### src/rtl/demux4_dispatcher_pkg.sv
// Shared definitions for the 1-to-4 dispatcher: FSM state encoding, mode
// constants, channel count and the round-robin pointer helper.
package demux4_dispatcher_pkg;

   localparam int NCH = 4;

   typedef enum logic {
      ST_IDLE = 1'b0,
      ST_HOLD = 1'b1
   } state_t;

   localparam logic MODE_ADDR = 1'b0;
   localparam logic MODE_RR   = 1'b1;

   function automatic logic [1:0] rr_advance(input logic [1:0] ptr);
      return ptr + 2'd1;
   endfunction

endpackage

### src/rtl/demux4_dispatcher_valid_demux4.sv
// One-hot valid decoder: raises exactly one sink valid while a word is held.
module valid_demux4
   import demux4_dispatcher_pkg::*;
(
   input  logic           hold,
   input  logic [1:0]     sel,
   output logic [NCH-1:0] out_valid
);

   always_comb begin
      out_valid = '0;
      if (hold) out_valid[sel] = 1'b1;
   end

endmodule

### src/rtl/demux4_dispatcher.sv
// 1-to-4 dispatcher: captures one word per handshake and presents it to an
// addressed or round-robin sink. Optional drop-on-timeout via DEMUX_TIMEOUT_EN.
module demux4_dispatcher
   import demux4_dispatcher_pkg::*;
#(
   parameter int WIDTH   = 8,
   parameter int TIMEOUT = 15
) (
   input  logic             clk,
   input  logic             rst_n,
   input  logic             in_valid,
   input  logic [WIDTH-1:0] in_data,
   input  logic [1:0]       in_dest,
   input  logic             mode,
   output logic             in_ready,
   output logic [NCH-1:0]   out_valid,
   output logic [WIDTH-1:0] out_data,
   input  logic [NCH-1:0]   out_ready,
   output logic [1:0]       sel,
   output logic             busy,
   output logic [7:0]       drop_cnt
);

   if (TIMEOUT < 1 || TIMEOUT > 255) begin : g_bad_timeout
      $error("demux4_dispatcher: TIMEOUT must be in 1..255");
   end

   state_t           state;
   state_t           state_nxt;
   logic [WIDTH-1:0] data_q;
   logic [1:0]       sel_q;
   logic [1:0]       rr_ptr;
   logic [1:0]       rr_ptr_nxt;
   logic             rr_word;
   logic             hold;
   logic             xfer;
   logic             drop;
   logic             leave;
   logic             capture;

   always_ff @(posedge clk or negedge rst_n) begin
      if (!rst_n) state <= ST_IDLE;
      else        state <= state_nxt;
   end

   always_comb begin
      state_nxt = state;
      case (state)
         ST_IDLE: if (in_valid) state_nxt = ST_HOLD;
         ST_HOLD: begin
            if (drop)      state_nxt = ST_IDLE;
            else if (xfer) state_nxt = in_valid ? ST_HOLD : ST_IDLE;
         end
         default: state_nxt = ST_IDLE;
      endcase
   end

   // A drop cycle needs no special case here: the selected ready is low then.
   always_comb begin
      hold     = (state == ST_HOLD);
      busy     = hold;
      in_ready = hold ? out_ready[sel_q] : 1'b1;
   end

   // A back-to-back round-robin capture must see the pointer already advanced
   // by the word leaving on the same edge.
   always_comb begin
      xfer       = hold & out_ready[sel_q];
      leave      = xfer | drop;
      capture    = in_valid & in_ready;
      rr_ptr_nxt = (leave && rr_word) ? rr_advance(rr_ptr) : rr_ptr;
   end

   always_ff @(posedge clk or negedge rst_n) begin
      if (!rst_n) begin
         data_q  <= '0;
         sel_q   <= 2'd0;
         rr_ptr  <= 2'd0;
         rr_word <= 1'b0;
      end else begin
         rr_ptr <= rr_ptr_nxt;
         if (capture) begin
            data_q  <= in_data;
            sel_q   <= (mode == MODE_ADDR) ? in_dest : rr_ptr_nxt;
            rr_word <= (mode == MODE_RR);
         end
      end
   end

`ifdef DEMUX_TIMEOUT_EN
   logic [7:0] wait_cnt;

   function automatic logic [7:0] sat_inc(input logic [7:0] v);
      return (v == 8'hFF) ? v : v + 8'd1;
   endfunction

   always_comb drop = hold & ~xfer & (wait_cnt == 8'(TIMEOUT - 1));

   always_ff @(posedge clk or negedge rst_n) begin
      if (!rst_n) begin
         wait_cnt <= 8'd0;
         drop_cnt <= 8'd0;
      end else begin
         if (capture)           wait_cnt <= 8'd0;
         else if (hold && !xfer) wait_cnt <= wait_cnt + 8'd1;
         if (drop) drop_cnt <= sat_inc(drop_cnt);
      end
   end
`else
   always_comb drop = 1'b0;
   assign drop_cnt = 8'd0;
`endif

   valid_demux4 u_valid_demux4 (
      .hold      (hold),
      .sel       (sel_q),
      .out_valid (out_valid)
   );

   assign out_data = data_q;
   assign sel      = sel_q;

endmodule

### config.mk
export PLATFORM = sky130hd
export DESIGN_NAME = demux4_dispatcher
export DESIGN_NICKNAME = d
export VERILOG_FILES = /design/src/rtl/demux4_dispatcher_pkg.sv /design/src/rtl/demux4_dispatcher_valid_demux4.sv /design/src/rtl/demux4_dispatcher.sv
export SDC_FILE = /design/constraint.sdc
export NUM_CORES = 1
export LEC_CHECK = 0
export BUFFER_PORTS_ARGS = -buffer_cell sky130_fd_sc_hd__buf_2
export CAP_MARGIN = 20
export CELL_PAD_IN_SITES_DETAIL_PLACEMENT = 0
export CELL_PAD_IN_SITES_GLOBAL_PLACEMENT = 1
export CORE_MARGIN = 2
export CORE_UTILIZATION = 31
export DETAILED_ROUTE_END_ITERATION = 7
export PLACE_DENSITY_LB_ADDON = 0.25
export SYNTH_ARGS = -nofsm -noshare
export SYNTH_HDL_FRONTEND = slang
export SYNTH_HIERARCHICAL = 1
export SYNTH_SLANG_ARGS = --single-unit
### constraint.sdc
create_clock -name clk -period 2.7 [get_ports clk]
set_clock_uncertainty 0.1 [all_clocks]
set_input_delay 0.54 -clock clk [delete_from_list [all_inputs] [get_ports clk]]
set_output_delay 0.54 -clock clk [all_outputs]
set_load 0.02 [all_outputs]
==> results of run 1 <==
-- final cells by class --
class	instances	area [um^2]
sequential	14	350
inverter	3	11.3
fill	245	1330
timing repair buffer	33	165
tap	28	35.0
multi-input combinational	42	345
clock buffer	3	22.5
-- Yosys cell counts (all sizes together) (2+ instances only) --
| library cell | instances | share of area |
|---|---|---|
| and3b | 2 | 0.023 |
| buf | 9 | 0.095 |
| dfrtp | 14 | 0.47 |
| inv | 3 | 0.015 |
| mux2 | 9 | 0.14 |
| mux2i | 3 | 0.040 |
| nand2b | 2 | 0.017 |
| nor2b | 2 | 0.017 |
| o21ai | 2 | 0.013 |
| o22ai | 2 | 0.017 |
-- per-stage QoR --
step	power [uW]	instances	utilization
final	1040	123	0.412
after global routing	1120	123	0.412
after CTS	1060	123	0.412
after detailed placement	936	120	0.402
after global placement	934	120	0.402
after floorplan	788	68	-
-- flip-flops by register name (all words and copies together) (netlist names) --
signal    cells
busy          1
out_data      8
rr_ptr        2
rr_word       1
sel           2
-- worst register-to-register path: cells and delay by family, from the launching register on --
| family | cells | cell delay (ps) |
|---|---|---|
| multiplexers | 2 | 880 |
| AO/OA/AOI/OAI | 2 | 460 |
| flip-flops | 1 | 540 |
-- per-layer routing --
| metal | part of all wire | vias to the layer above |
|---|---|---|
| met5 | 0 | - |
| met4 | 0 | 0 |
| met3 | 0.10 | 0 |
| met2 | 0.42 | 30 |
| met1 | 0.48 | 252 |
| li1 | - | 266 |
-- kinds of logic (layout without fill, tap and decap cells) --
group           count (synthesis)  count (layout)  share of synthesized area
compound gates                  6               6                     0.0616
xor+xnor                        2               2                     0.0233
buf+inv                        12              39                      0.110
flops                          14              14                      0.466
mux                            13              13                      0.210
other cells                     1               8                    0.00499
simple gates                   13              13                      0.125
-- power groups by stage --
stage | Sequential, uW | Combinational (uW) | Clock (uW)
after floorplan | 492 | 296 | 0
after detailed placement | 411 | 526 | 0
after global routing | 431 | 566 | 127
after CTS | 408 | 527 | 121
final | 405 | 519 | 113
after global placement | 408 | 525 | 0
-- path summary, 6_finish.rpt --
kind,slack [ps],end,start,cells past startpoint
worst max-delay path,340,in_ready,sel[0]$_DFFE_PN0P_,3
worst min-delay path,50,out_data[3]$_DFFE_PN0P_,rst_n,1
worst max register to register,620,sel[0]$_DFFE_PN0P_,sel[0]$_DFFE_PN0P_,4
worst min register to register,410,out_data[2]$_DFFE_PN0P_,out_data[2]$_DFFE_PN0P_,1
max in group asynchronous,2220,out_data[1]$_DFFE_PN0P_,rst_n,1
min in group clk,380,busy$_DFF_PN0_,in_valid,2
==> impl_metrics.csv, run 1 <==
group,metric,value,unit
run_status,outcome,"finished clean",
clocking,hold_buffers,0,
routing,dr_total_vias,548,
finish,finalInstanceArea,930,um^2
placed_design,place_hpwl,1020,um
sta,setup_viol,0,
placed_design,place_ws,590,ps
routing,routed_wl,1330,um
pwr,p_int,598,uW
pwr,p_leak,0.000469,uW
finish,drive_above_1_share,0.516,
sta,hold_viol,0,
die,start_util,0.334,
grt,grt_use_total,0.107,
grt,grt_max_degree,15,
flow_run,maxCapViolCount,0,
clocking,cts_tree,"done",
synthesis,yosys_warnings,6,
grt,busiest_layer,"met1",
worst_setup_path,cp_cell_sequence,"mux4_2, nand2b_1, buf_2",
pwr,power_density,1120,mW/mm^2
routing,routed_via_density,4.46,
routing,routedWlPerCell,10.8,um
hold_path,hold_path_class,"in2async",
die,die_area,0.00284,mm^2
pwr,pwr-share-clk,0.109,
sta,tns,0,ps
worst_setup_path,crit_family,"multiplexers",
clocking,cts_resized,0,
die,coreArea,0.00225,mm^2
routing,dr.pass1.iters,1,
clocking,insertion_delay,270,ps
clocking,post_cts_buffers,0,
routing,drt_iter0_markers,0,
synthesis,syn_inst,61,
sta,finalCritPeriodShare,0.876,
worst_setup_path,endpoint_kind,"primary output",
sta,rsz0062_at_grt,"false",
finish,area_growth,23.6,%
finish,layout_commonest_cell,"buf_2",
grt,grtUsageMet3,0.0169,
finish,fin_nets,115,
synthesis,synth_edf_count,0,
synthesis,avgSynthCellArea,12.3,um^2
placed_design,dpl_cell_area,907,um^2
clocking,cts-root-buf,"clkbuf_4",
clocking,cts_made_buffers,3,
pwr,switchingPower,439,uW
worst_setup_path,crit_type,"reg2out",
die,die_width,53.3,um
grt,grt_pass1_vias,522,
grt,antenna_found_initial,0,
worst_setup_path,critPathSlowestCell,"mux4_2",
grt,grt_use_met2,0.152,
pwr,peakVddDrop,652,uV
routing,drtAntennaViolNets,0,
clocking,cts.htree.levels,1,
sta,period_needed,2360,ps
worst_setup_path,max_stage_delay,570,ps
pwr,seqPwrFrac,0.390,
worst_setup_path,crit_buf_inv,1,
grt,met1_usage,0.157,
routing,drc,0,
grt,grt_pass1_wl,2210,um
placed_design,numPortBuffers,33,
die,die_h,53.3,um
finish,antenna_cells,0,
grt,gr-total-overflow,0,
clocking,clk_pin_slew_worst_paths,80,ps
finish,final_cell_mix,"buf_2 (33), dfrtp_1 (14), mux2_2 (8), conb_1 (8)",
pwr,combPwrFrac,0.501,
synthesis,syn_area,752,um^2
sta,maxSlewViolCount,0,
worst_setup_path,startpoint_type,"register",
synthesis,ys_ff_latch,14,
sta,max_freq,423,MHz
worst_setup_path,critical_path_arrival,1720,ps
placed_design,place_congestion,0.672,
die,row_count,17,
sta,setup_slack,336,ps
clocking,clock-sinks,14,
synthesis,ys_seq_area_frac,0.466,
synthesis,synth_cell_type_count,25,
sta,hold_ws,50.1,ps
clocking,cts_buffer_depth,2,
worst_setup_path,cp_max_fo,11,
worst_setup_path,crit_required,2060,ps
synthesis,async_reset_ff_frac,1.00,
synthesis,synth_top_flop_cell,"dfrtp_1",
die,ios,42,
pwr,switching_share,0.424,
No activity file was read; power rests on OpenSTA's default activity.
==> run 2: changes to the inputs <==
Settings changed: CORE_UTILIZATION 31 to 28.
Clock period 2.7 ns to 1.9 ns, I/O delays scaled along.
==> impl_metrics.csv, run 2 (synthesis gave the netlist of run 1 again) <==
group,metric,value,unit
routing,drc,0,
finish,multi_input_area,353,um^2
placed_design,place_hpwl,1200,um
clocking,cts_made_buffers,3,
routing,dr_total_vias,574,
worst_setup_path,critical_path_arrival,1460,ps
finish,largest_reg_flops,8,
pwr,power_density,1600,mW/mm^2
clocking,cts_buffer_depth,2,
die,die_width,55.8,um
grt,antenna_found_initial,0,
placed_design,place_congestion,0.722,
die,coreArea,0.00252,mm^2
worst_setup_path,crit_type,"reg2out",
pwr,p_int,945,uW
pwr,pwr-share-clk,0.104,
clocking,cts.htree.levels,1,
clocking,cts-root-buf,"clkbuf_4",
routing,drt_iter0_markers,20,
finish,final_cell_mix,"buf_2 (32), dfrtp_1 (13), mux2_2 (8), conb_1 (8), buf_4 (4)",
sta,setup_viol,2,
die,die_area,0.00312,mm^2
worst_setup_path,startpoint_type,"register",
grt,gr-total-overflow,0,
pwr,switchingPower,655,uW
clocking,clock-sinks,14,
routing,routed_wl,1490,um
hold_path,hold_path_class,"in2reg",
pwr,peakVddDrop,837,uV
pwr,power,1600,uW
placed_design,numPortBuffers,33,
sta,tns,-49.1,ps
clocking,clk_pin_slew_worst_paths,80,ps
routing,dr.pass1.iters,4,
worst_setup_path,cp_max_fo,2,
sta,setup_slack,-36.3,ps
clocking,cts_tree,"done",
sta,rsz0062_at_grt,"true",
pwr,p_leak,0.000507,uW
grt,grt_pass1_wl,2550,um
grt,grt_pass1_vias,594,
finish,layout_commonest_cell,"buf_2",
finish,final-seq-area,352,um^2
routing,routed_via_density,4.35,
routing,drtAntennaViolNets,0,
sta,max_freq,516,MHz
routing,routedWlPerCell,11.3,um
sta,period_needed,1940,ps
flow_run,maxCapViolCount,0,
pwr,switching_share,0.409,
die,row_count,18,
worst_setup_path,crit_required,1420,ps
finish,fillers,259,
pwr,combPwrFrac,0.558,
pwr,seqPwrFrac,0.338,
sta,hold_viol,0,
die,die_h,55.8,um
clocking,insertion_delay,270,ps
die,start_util,0.298,
run_status,failed_checks,"negative setup slack",
finish,area_growth,33.3,%
sta,maxSlewViolCount,0,
sta,finalCritPeriodShare,1.02,
finish,fin_nets,121,
grt,grt_use_total,0.101,
die,ios,42,
run_status,outcome,"finished, violations left",
grt,grt_max_degree,15,
finish,antenna_cells,0,
finish,drive_above_1_share,0.549,
worst_setup_path,endpoint_kind,"primary output",
[run 2: changes by cell type in the layout (fill, tap and decap cells not counted), sizes merged]
cell / before / now
dlygate4sd3: 0 / 1
buf: 33 / 38
clkbuf: 3 / 4
[run 2: metrics by stage]
step	cell area (um^2)	worst slack [ps]	hold WS [ps]	util	instances
floorplan	779	-19.5	-15.6	-	68
global placement	941	33.0	197	0.373	126
detailed placement	941	28.8	194	0.373	126
CTS	998	-52.6	223	0.396	132
global route	1000	-96.6	222	0.397	132
finish	1000	-36.3	233	0.397	132
[run 2: timing repair]
action / in CTS / in global routing
gates resized for setup: 3 / 1
hold buffers: 1 / 0
setup endpoints to repair: 1 / 10
hold endpoints to repair: 14 / 0
setup buffers: 1 / 0
[run 2: layout make-up]
type / count / share of cell area
repair buffers: 39 / 0.222
inverters: 3 / 0.0112
well taps: 30 / 0.0375
clock buffers: 4 / 0.0262
flip-flops and latches: 14 / 0.351
multi-input cells: 42 / 0.352
[run 2: metal layers]
layer	track usage	part of all wire	up-vias
li1	-	-	278
met4	0.0306	0	0
met3	0.0256	0.093	0
met5	0	0	-
met1	0.123	0.44	265
met2	0.173	0.47	31
[run 2: power groups by stage]
stage,sequential [uW],combinational (uW),clock [uW]
2_1_floorplan,702,420,0
3_3_place_gp,537,840,0
3_5_place_dp,546,847,0
4_1_cts,545,898,181
5_1_grt,566,965,195
6_report,541,892,167
[run 2: worst paths after layout]
kind,end,slack (ps),startpoint,depth (start not counted)
min in group asynchronous,out_data[6]$_DFFE_PN0P_,430,rst_n,2
hold / removal,busy$_DFF_PN0_,230,in_valid,2
setup reg to reg,sel[0]$_DFFE_PN0P_,-10,sel[0]$_DFFE_PN0P_,5
hold reg to reg,out_data[5]$_DFFE_PN0P_,410,out_data[5]$_DFFE_PN0P_,1
setup / recovery,in_ready,-40,sel[0]$_DFFE_PN0P_,3
max in group asynchronous,sel[0]$_DFFE_PN0P_,1010,rst_n,2
[run 2: worst max-delay path, cell delays in order, from the launching register on]
cell and delay [ps]:
dfrtp_2 380, mux4_2 510, nand2b_4 160, buf_6 140
